==> src/rtl/lc3_ctrl_pkg.sv <==
// lc3_ctrl_pkg: opcodes, mem_state encoding and FSM states shared by the LC-3 controller
package lc3_ctrl_pkg;
  localparam logic [3:0] OP_BR  = 4'b0000;
  localparam logic [3:0] OP_ADD = 4'b0001;
  localparam logic [3:0] OP_LD  = 4'b0010;
  localparam logic [3:0] OP_ST  = 4'b0011;
  localparam logic [3:0] OP_AND = 4'b0101;
  localparam logic [3:0] OP_LDR = 4'b0110;
  localparam logic [3:0] OP_STR = 4'b0111;
  localparam logic [3:0] OP_NOT = 4'b1001;
  localparam logic [3:0] OP_LDI = 4'b1010;
  localparam logic [3:0] OP_STI = 4'b1011;
  localparam logic [3:0] OP_JMP = 4'b1100;
  localparam logic [3:0] OP_LEA = 4'b1110;
  localparam logic [1:0] MS_RD   = 2'd0;
  localparam logic [1:0] MS_IND  = 2'd1;
  localparam logic [1:0] MS_WR   = 2'd2;
  localparam logic [1:0] MS_IDLE = 2'd3;
  typedef enum logic [2:0] {IDLE, FILL, RUN, MEM_RD, MEM_IND, MEM_WR, FLUSH} state_e;
endpackage

==> src/rtl/lc3_hazard_detect.sv <==
// lc3_hazard_detect: RAW match of decode sources against the execute ALU result and the just-completed load
module lc3_hazard_detect
  import lc3_ctrl_pkg::*;
(
  input  logic [15:0] ir_i,
  input  logic [15:0] ir_exec_i,
  input  logic [2:0]  ld_dst_i,
  input  logic        ld_vld_i,
  output logic        alu_1_o,
  output logic        alu_2_o,
  output logic        mem_1_o,
  output logic        mem_2_o
);
  logic [3:0] op;
  logic rd_sr1, rd_sr2, x_alu, unused_bits;
  assign op = ir_i[15:12];
  assign rd_sr1 = op inside {OP_ADD, OP_AND, OP_NOT, OP_LDR, OP_STR, OP_JMP};
  assign rd_sr2 = (op == OP_ADD || op == OP_AND) && !ir_i[5];
  assign x_alu = ir_exec_i[15:12] inside {OP_ADD, OP_AND, OP_NOT, OP_LEA};
  assign alu_1_o = x_alu && rd_sr1 && ir_exec_i[11:9] == ir_i[8:6];
  assign alu_2_o = x_alu && rd_sr2 && ir_exec_i[11:9] == ir_i[2:0];
  // the ALU result is younger than the load, so it wins on a shared register
  assign mem_1_o = !alu_1_o && ld_vld_i && rd_sr1 && ld_dst_i == ir_i[8:6];
  assign mem_2_o = !alu_2_o && ld_vld_i && rd_sr2 && ld_dst_i == ir_i[2:0];
  assign unused_bits = ^{ir_i[11:9], ir_i[4:3], ir_exec_i[8:0]};
endmodule

==> src/rtl/lc3_controller.sv <==
// lc3_controller: LC-3 pipeline control FSM (stage enables, memory phases, branch flush, forwarding)
// Define LC3_CTRL_BYPASS_EN for operand forwarding; otherwise a RAW match stalls one cycle.
module lc3_controller
  import lc3_ctrl_pkg::*;
(
  input  logic        clock,
  input  logic        reset,
  input  logic        complete_instr,
  input  logic        complete_data,
  input  logic [15:0] IR,
  input  logic [15:0] IR_Exec,
  input  logic [2:0]  NZP,
  input  logic [2:0]  psr,
  output logic        enable_updatePC,
  output logic        enable_fetch,
  output logic        enable_decode,
  output logic        enable_execute,
  output logic        enable_writeback,
  output logic        br_taken,
  output logic        bypass_alu_1,
  output logic        bypass_alu_2,
  output logic        bypass_mem_1,
  output logic        bypass_mem_2,
  output logic [1:0]  mem_state
);
`ifdef LC3_CTRL_BYPASS_EN
  localparam logic BYP = 1'b1;
`else
  localparam logic BYP = 1'b0;
`endif
  state_e state_q;
  logic [1:0] cnt_q, ms_q;
  logic [4:0] en_q;
  logic [3:0] byp_q, haz, op_x;
  logic [2:0] ld_dst_q;
  logic br_q, ld_q, ld_done_q, stall_q, is_ld, is_ind, is_mem, taken, stall, unused_psr;
  assign op_x = IR_Exec[15:12];
  assign is_ld = op_x inside {OP_LD, OP_LDR, OP_LDI};
  assign is_ind = op_x inside {OP_LDI, OP_STI};
  assign is_mem = is_ld || op_x inside {OP_ST, OP_STR, OP_STI};
  assign taken = (op_x == OP_BR && |(NZP & IR_Exec[11:9])) || op_x == OP_JMP;
  // stall_q limits a RAW stall to one cycle while the producer drains to writeback
  assign stall = !BYP && |haz && !stall_q;
  assign unused_psr = ^psr;
  assign {enable_updatePC, enable_fetch, enable_decode, enable_execute, enable_writeback} = en_q;
  assign {bypass_alu_1, bypass_alu_2, bypass_mem_1, bypass_mem_2} = byp_q;
  assign br_taken = br_q;
  assign mem_state = ms_q;
  lc3_hazard_detect u_haz (
    .ir_i      (IR),
    .ir_exec_i (IR_Exec),
    .ld_dst_i  (ld_dst_q),
    .ld_vld_i  (ld_done_q),
    .alu_1_o   (haz[3]),
    .alu_2_o   (haz[2]),
    .mem_1_o   (haz[1]),
    .mem_2_o   (haz[0])
  );
  always_ff @(posedge clock or negedge reset) begin
    if (!reset) begin
      state_q   <= IDLE;
      cnt_q     <= '0;
      en_q      <= '0;
      byp_q     <= '0;
      br_q      <= 1'b0;
      ms_q      <= MS_IDLE;
      ld_q      <= 1'b0;
      ld_dst_q  <= '0;
      ld_done_q <= 1'b0;
      stall_q   <= 1'b0;
    end else begin
      br_q      <= 1'b0;
      byp_q     <= '0;
      ld_done_q <= 1'b0;
      stall_q   <= 1'b0;
      case (state_q)
        IDLE: if (complete_instr) begin
          state_q <= FILL;
          en_q    <= 5'b11000;
        end
        FILL: begin
          en_q[2] <= 1'b1;
          en_q[1] <= cnt_q != 2'd0;
          en_q[0] <= cnt_q == 2'd2;
          cnt_q   <= cnt_q == 2'd2 ? 2'd0 : cnt_q + 2'd1;
          if (cnt_q == 2'd2) state_q <= RUN;
        end
        RUN: begin
          en_q <= 5'b11111;
          ms_q <= MS_IDLE;
          if (is_mem) begin
            en_q     <= '0;
            state_q  <= is_ind ? MEM_IND : is_ld ? MEM_RD : MEM_WR;
            ms_q     <= is_ind ? MS_IND : is_ld ? MS_RD : MS_WR;
            ld_q     <= is_ld;
            ld_dst_q <= IR_Exec[11:9];
          end else if (taken) begin
            br_q    <= 1'b1;
            en_q    <= 5'b11001;
            state_q <= FLUSH;
          end else if (stall) begin
            stall_q <= 1'b1;
            en_q    <= 5'b00001;
          end else byp_q <= BYP ? haz : '0;
        end
        MEM_IND: if (complete_data) begin
          state_q <= ld_q ? MEM_RD : MEM_WR;
          ms_q    <= ld_q ? MS_RD : MS_WR;
        end
        MEM_RD: if (complete_data) begin
          state_q   <= RUN;
          en_q      <= 5'b11111;
          ms_q      <= MS_IDLE;
          ld_done_q <= 1'b1;
        end
        MEM_WR: if (complete_data) begin
          state_q <= RUN;
          en_q    <= 5'b11110;
          ms_q    <= MS_IDLE;
        end
        FLUSH: begin
          cnt_q <= cnt_q == 2'd0 ? 2'd1 : 2'd0;
          if (cnt_q != 2'd0) begin
            state_q <= RUN;
            en_q    <= 5'b11111;
          end
        end
        default: state_q <= IDLE;
      endcase
    end
  end
endmodule

==> config.mk <==
export PLATFORM = sky130hd
export DESIGN_NAME = lc3_controller
export DESIGN_NICKNAME = d
export VERILOG_FILES = /design/src/rtl/lc3_ctrl_pkg.sv /design/src/rtl/lc3_hazard_detect.sv /design/src/rtl/lc3_controller.sv
export SDC_FILE = /design/constraint.sdc
export NUM_CORES = 1
export LEC_CHECK = 0
export CORE_MARGIN = 4
export CORE_UTILIZATION = 40
export CTS_CLUSTER_DIAMETER = 30
export CTS_CLUSTER_SIZE = 8
export DETAILED_ROUTE_END_ITERATION = 16
export GPL_TIMING_DRIVEN = 0
export PLACE_DENSITY = 0.76
export SLEW_MARGIN = 30
export SYNTH_ARGS = -nofsm -noshare
export SYNTH_HDL_FRONTEND = slang
export SYNTH_SLANG_ARGS = --single-unit
export TNS_END_PERCENT = 50
==> constraint.sdc <==
create_clock -name clock -period 1.7 [get_ports clock]
set_input_delay 0.34 -clock clock [delete_from_list [all_inputs] [get_ports clock]]
set_output_delay 0.34 -clock clock [all_outputs]
set_load 0.05 [all_outputs]
==> results of run 1 <==
[report_power, final]
| group | leakage [uW] | switching, uW | internal (uW) |
|---|---|---|---|
| combinational | 0.000517 | 1050 | 695 |
| sequential | 0.000219 | 172 | 618 |
| clock | 0.0000150 | 138 | 91.4 |
[per-stage QoR]
stage / std cells / TNS, ns / power (uW) / setup WS, ns
6_report: 244 / 0 / 2760 / 0.0326
5_1_grt: 244 / -0.194 / 2970 / -0.0916
4_1_cts: 244 / 0 / 2710 / 0.0253
3_5_place_dp: 239 / -3.81 / 2470 / -0.560
3_3_place_gp: 239 / -3.49 / 2430 / -0.508
2_1_floorplan: 162 / 0 / 1990 / 0.0808
[repair_timing]
action	4_1_cts	5_1_grt
gates resized for setup	26	7
pin swaps	9	1
hold buffers	0	0
setup buffers	2	0
setup endpoints to repair	14	9
[path summary, 6_finish.rpt]
| kind | from | end | cells after the start | slack, ns |
|---|---|---|---|---|
| worst max-delay path | NZP[1] | state_q[0] | 6 | 0.03 |
| worst max register to register | state_q[1] | en_q[2] | 7 | 0.05 |
| max in group asynchronous | reset | state_q[2] | 1 | 0.62 |
| min in group asynchronous | reset | cnt_q[0] | 1 | 0.51 |
| worst min register to register | en_q[2] | en_q[2] | 2 | 0.53 |
| worst min-delay path | complete_data | ld_done_q | 2 | 0.50 |
[worst reg2reg max path, cell delays in order, from the launching register on]
cell and delay [ns]:
dfrtp_1 0.34, clkbuf_1 0.27, buf_2 0.29, nand2_1 0.18, o211ai_1 0.16, nand2_1 0.09, o32ai_1 0.12, o21ai_1 0.09
[cell families after synthesis]
logic type                 Yosys count  synth area share, %
DFF                                 18                 32.8
muxes                                4                 3.26
AOI/OAI and AO/OA                   50                 25.5
other                                1                0.272
buffers and inverters               18                 6.44
and+or+nand+nor                     54                 22.8
xor gates and xnor gates            13                 8.25
adders and majority gates            1                0.725
[synthesized netlist by cell type, drive strengths merged (2+ instances only)]
cell    number
inv          4
o22a         2
xnor2        6
nor3b        2
a21oi        9
nand2b       4
a31oi        2
clkbuf       6
o21a         2
nor2b        2
o22ai        2
and2b        2
xor2         7
buf          8
nor3         5
nor2        12
o21ai       12
o211ai       5
nand2       11
nor4         2
nand3        4
dfstp        2
dfrtp       16
a22oi        2
a41oi        2
mux2         4
[state kept, by name (all words and copies together) (netlist names)]
signal and cells:
state_q 3, mem_state 2, stall_q 1, ld_q 1, en_q 4, ld_dst_q 3
br_taken 1, cnt_q 2, ld_done_q 1
[cell type report]
type	instances	area, um^2	area share (%)
multi-input cells	126	888	48.9
well taps	46	57.6	3.17
plain buffers	13	72.6	3.99
flip-flops and latches	18	454	25.0
inverters	4	15.0	0.826
clock buffers	4	26.3	1.45
repair buffers	33	303	16.7
[routing by layer]
metal | global-route usage, % | part of all wire [%]
met4 | 4.82 | 1.3
met5 | 0 | 0
met2 | 28.1 | 51
met1 | 23.9 | 42
met3 | 1.85 | 6.1
[placed cells by master, fill, tap and decap left out, types with 3 or more instances in the layout]
master           count
dfrtp_1             15
dlygate4sd2_1       15
clkdlybuf4s50_1     14
nor2_1              12
o21ai_0             10
nand2_1              9
a21oi_1              8
xor2_1               7
buf_4                7
xnor2_1              6
clkbuf_1             5
nor3_1               5
nand2b_1             4
inv_1                4
o211ai_1             4
conb_1               4
buf_2                3
nand3_1              3
mux2_2               3
clkbuf_4             3
==> flow_metrics.tcl, run 1 <==
set metrics [dict create \
    crit_path_cell_trace "clkdlybuf4s50_1, a222oi_1, o22a_1, o211ai_2, nand2_2, mux2_4" \
    required_ns 1.89 \
    synth_top_cell_by_area "dfrtp_1" \
    drive_above_1_share_pct 19.2 \
    antenna_found_initial 0 \
    fill_cells 321 \
    dieArea_mm2 0.00445 \
    crit_family "compound AO/OA/AOI/OAI gates" \
    fin_crit_sh_pct 98.1 \
    max_freq_ghz 0.600 \
    slowest_stage "clkdlybuf4s50_1" \
    wire_per_inst_um 14.5 \
    async_flop_share_pct 100 \
    routed_wl_um 3550 \
    crit_path_start_kind "input pin" \
    crit_path_end_kind "flip-flop" \
    synth-seq-area-share_pct 32.8 \
    synth-edff-count 0 \
    num_antenna_cells 0 \
    hold_slack_ns 0.501 \
    placed_cell_area_mm2 0.00176 \
    cts_tree "done" \
    grt_setup_unrepaired "yes" \
    synth_area_mm2 0.00138 \
    cts_buffers 3 \
    setup-violations-final 0 \
    grt_pass1_wl_um 5870 \
    grt_usage_pct 17.2 \
    slew_violations 0 \
    tightest_slew_ns 0.837 \
    crit_buf_inv 1 \
    grt.overflow.total 0 \
    yosys_warnings 0 \
    max_cap_viol_count 0 \
    cts.clk_slew.worst_paths_ns 0.11 \
    routed_via_density 5.33 \
    hp-class "in -> reg" \
    netlist.area_leader.share_pct 29.0 \
    ctsHtreeMaxLevel 1 \
    start_util_pct 41.4 \
    clk_latency_ns 0.30 \
    io_pins 54 \
    syn_area_per_cell_um2 8.68 \
    die_x_um 66.7 \
    ir_worst_vdd_uv 465 \
    die_h_um 66.7 \
    worstSetupPathType "in -> reg" \
    stdcell_area_mm2 0.00182 \
    powerDensity_mw_per_mm2 1520 \
    synth_ff_type "dfrtp_1" \
    p_leak_uw 0.000751 \
    synth_cells 159 \
    drc 0 \
    syn2layout_area_growth_pct 31.6 \
    ant_nets 0 \
    core_region_area_mm2 0.00334 \
    status "finished clean" \
    period_minus_slack_ns 1.67 \
    grt_pass1_vias 1267 \
    clock-skew-final_ns 0.00527 \
    cp_data_arrival_time_ns 1.86 \
    rows 21 \
    cp_max_fo 2 \
    num_vias 1300 \
    slew_headroom_pct 44.0 \
    cts_buffer_depth 2 \
    routabilityCongestion 0.920 \
    drtPass1Iterations 4 \
    ys_ff_latch 18 \
    max_stage_delay_ns 0.40 \
    root_buffer "clkbuf_4" \
    grt_max_degree 19 \
    clkSinkCount 18 \
    synth_area_leaders "dfrtp_1 29%, xor2_1 4.4%, o21ai_0 4.0%, dfstp_2 3.8%, xnor2_1 3.8%" \
    place_hpwl_um 2710 \
    drtIter0Drc 111 \
    io_buffers 31 \
    final_core_util_pct 54.4 \
    final_nets 241 \
    hold_viol 0 \
    synth_cell_types 59 \
]
Power figures use the tool's default switching activity.
==> inputs of run 2 (changes only) <==
Settings changed: CORE_UTILIZATION 40 to 33, PLACE_DENSITY 0.76 to 0.65, SLEW_MARGIN 30 to 20.
==> run 2 against run 1 <==
Cell count is 1.6% higher. Sequential share of layout area is 0.70 points lower. Cell area rose by 2.9%. Core utilization down 8.0 points. Clock skew shrank 0.0012 ns. Count of clock-buffer cells in the layout unchanged. Maximum frequency increased by 0.98%. Combinational power about the same. Wire length increased by 1.7%. Clock power increased by 59%. Critical path type unchanged. Largest power group unchanged. Highest routed layer unchanged.
==> flow_metrics.tcl, run 2 (same netlist as run 1, synthesis figures left out) <==
set metrics [dict create \
    status "finished clean" \
    post-place-ws_ns -0.536 \
    final_core_util_pct 46.4 \
    period_minus_slack_ns 1.65 \
    io_buffers 31 \
    instances_no_fill 248 \
    clkSinkCount 18 \
    io_pins 54 \
    ant_nets 0 \
    cp_data_arrival_time_ns 1.80 \
    clk_latency_ns 0.26 \
    mostFrequentLayoutCell "dlygate4sd2_1" \
    top_register "en_q" \
    num_vias 1306 \
    dp.cells 243 \
    rows 23 \
    ir_worst_vdd_uv 432 \
    slew_violations 0 \
    slew_headroom_pct 44.2 \
    required_ns 1.85 \
    drtIter0Drc 89 \
    core_region_area_mm2 0.00403 \
    antenna_found_initial 0 \
    final.setup.worst_slack_ns 0.0487 \
    hold_viol 0 \
    root_buffer "clkbuf_8" \
    cts_hold_buf 0 \
    drc 0 \
    crit_path_start_kind "input pin" \
    max_freq_ghz 0.606 \
    grt_max_degree 19 \
    max_cap_viol_count 0 \
    hold_slack_ns 0.519 \
    setup-violations-final 0 \
    drive_above_1_share_pct 21.2 \
    cts_buffers 3 \
    rrSetupSlack_ns 0.14 \
    grt_pass1_vias 1248 \
    dieArea_mm2 0.00528 \
    powerDensity_mw_per_mm2 1550 \
    syn2layout_area_growth_pct 35.4 \
    wire_per_inst_um 14.6 \
    die_h_um 72.7 \
    p_leak_uw 0.000778 \
    cts_buffer_depth 2 \
    start_util_pct 34.3 \
    grt.met1_usage_pct 16.9 \
    grt.overflow.total 0 \
    grt_usage_pct 13.6 \
    ctsHtreeMaxLevel 1 \
    top_usage_layer "met2" \
    final_cell_mix "17 x dlygate4sd2_1, 15 x dfrtp_1, 12 x clkdlybuf4s50_1" \
    routed_wl_um 3610 \
    reg_top3 "en_q: 4 flops, ld_dst_q: 3 flops, state_q: 3 flops" \
    worstSetupPathType "in -> reg" \
    place_hpwl_um 2660 \
    final_nets 241 \
    hp-class "reg -> reg" \
    largest_register_ffs 4 \
    cts_tree "done" \
    met3_usage_pct 1.24 \
    use_met2_pct 24.2 \
    fin_crit_sh_pct 97.1 \
    crit_path_end_kind "flip-flop" \
    clock-skew-final_ns 0.00404 \
    num_antenna_cells 0 \
    cts.clk_slew.worst_paths_ns 0.07 \
    routabilityCongestion 0.955 \
    grt_pass1_wl_um 5710 \
    tightest_slew_ns 0.834 \
    cp_max_fo 4 \
    routed_via_density 5.27 \
    drtPass1Iterations 4 \
    die_x_um 72.7 \
]
## run 2: changes by cell type in the layout (fill, tap and decap cells not counted), moves of 2 or more
| cell | change |
|---|---|
| dlygate4sd2_1 | +2 |
| clkbuf_4 | -3 |
| a41oi_1 | -2 |
| a41oi_2 | +2 |
| clkbuf_1 | -2 |
| clkbuf_8 | +4 |
| clkdlybuf4s50_1 | -2 |
## run 2: worst max-delay path: stages
cell,delay (ns)
dlygate4sd2_1,0.29
a222oi_1,0.44
o22a_1,0.20
o211ai_2,0.11
nand2_2,0.12
mux2_4,0.30
## run 2: final cells by class
cell class              count  area, um^2
plain buffers              12        68.8
clock buffers               4        55.1
fillers                   412        2160
inverters                   4        15.0
multi-input cells         126         900
flip-flops and latches     18         454
well taps                  50        62.6
repair buffers             34         314
## run 2: repair_timing
action	4_1_cts	5_1_grt
pin swaps	9	2
hold endpoints to repair	0	0
setup endpoints to repair	16	12
gates resized for setup	22	13
setup buffers	3	0
## run 2: power by group
group | switching, uW | internal [uW] | total, uW
Clock | 157 | 206 | 363
Combinational | 1020 | 700 | 1720
Sequential | 195 | 619 | 814
## run 2: path summary, 6_finish.rpt
| check | start | cells past startpoint | to |
|---|---|---|---|
| max | IR_Exec[9] | 6 | state_q[0] |
| min | en_q[2] | 2 | en_q[2] |
| max reg2reg | state_q[2] | 5 | en_q[3] |
| min reg2reg | en_q[2] | 2 | en_q[2] |
| max in group asynchronous | reset | 1 | state_q[2] |
| min in group asynchronous | reset | 1 | cnt_q[1] |
## run 2: routing by layer
layer | part of all wire, % | wire length (um)
met5 | 0 | 0
met4 | 1.7 | 61
met3 | 4.0 | 143
met2 | 51 | 1850
met1 | 43 | 1560
## run 2: stage by stage
stage,TNS [ns],power (uW),area [um^2]
floorplan,0,1990,1390
detailed placement,-3.55,2460,1760
finish,0,2900,1870
global placement,-3.70,2450,1760
global route,-0.00208,3110,1870
CTS,0,2840,1830
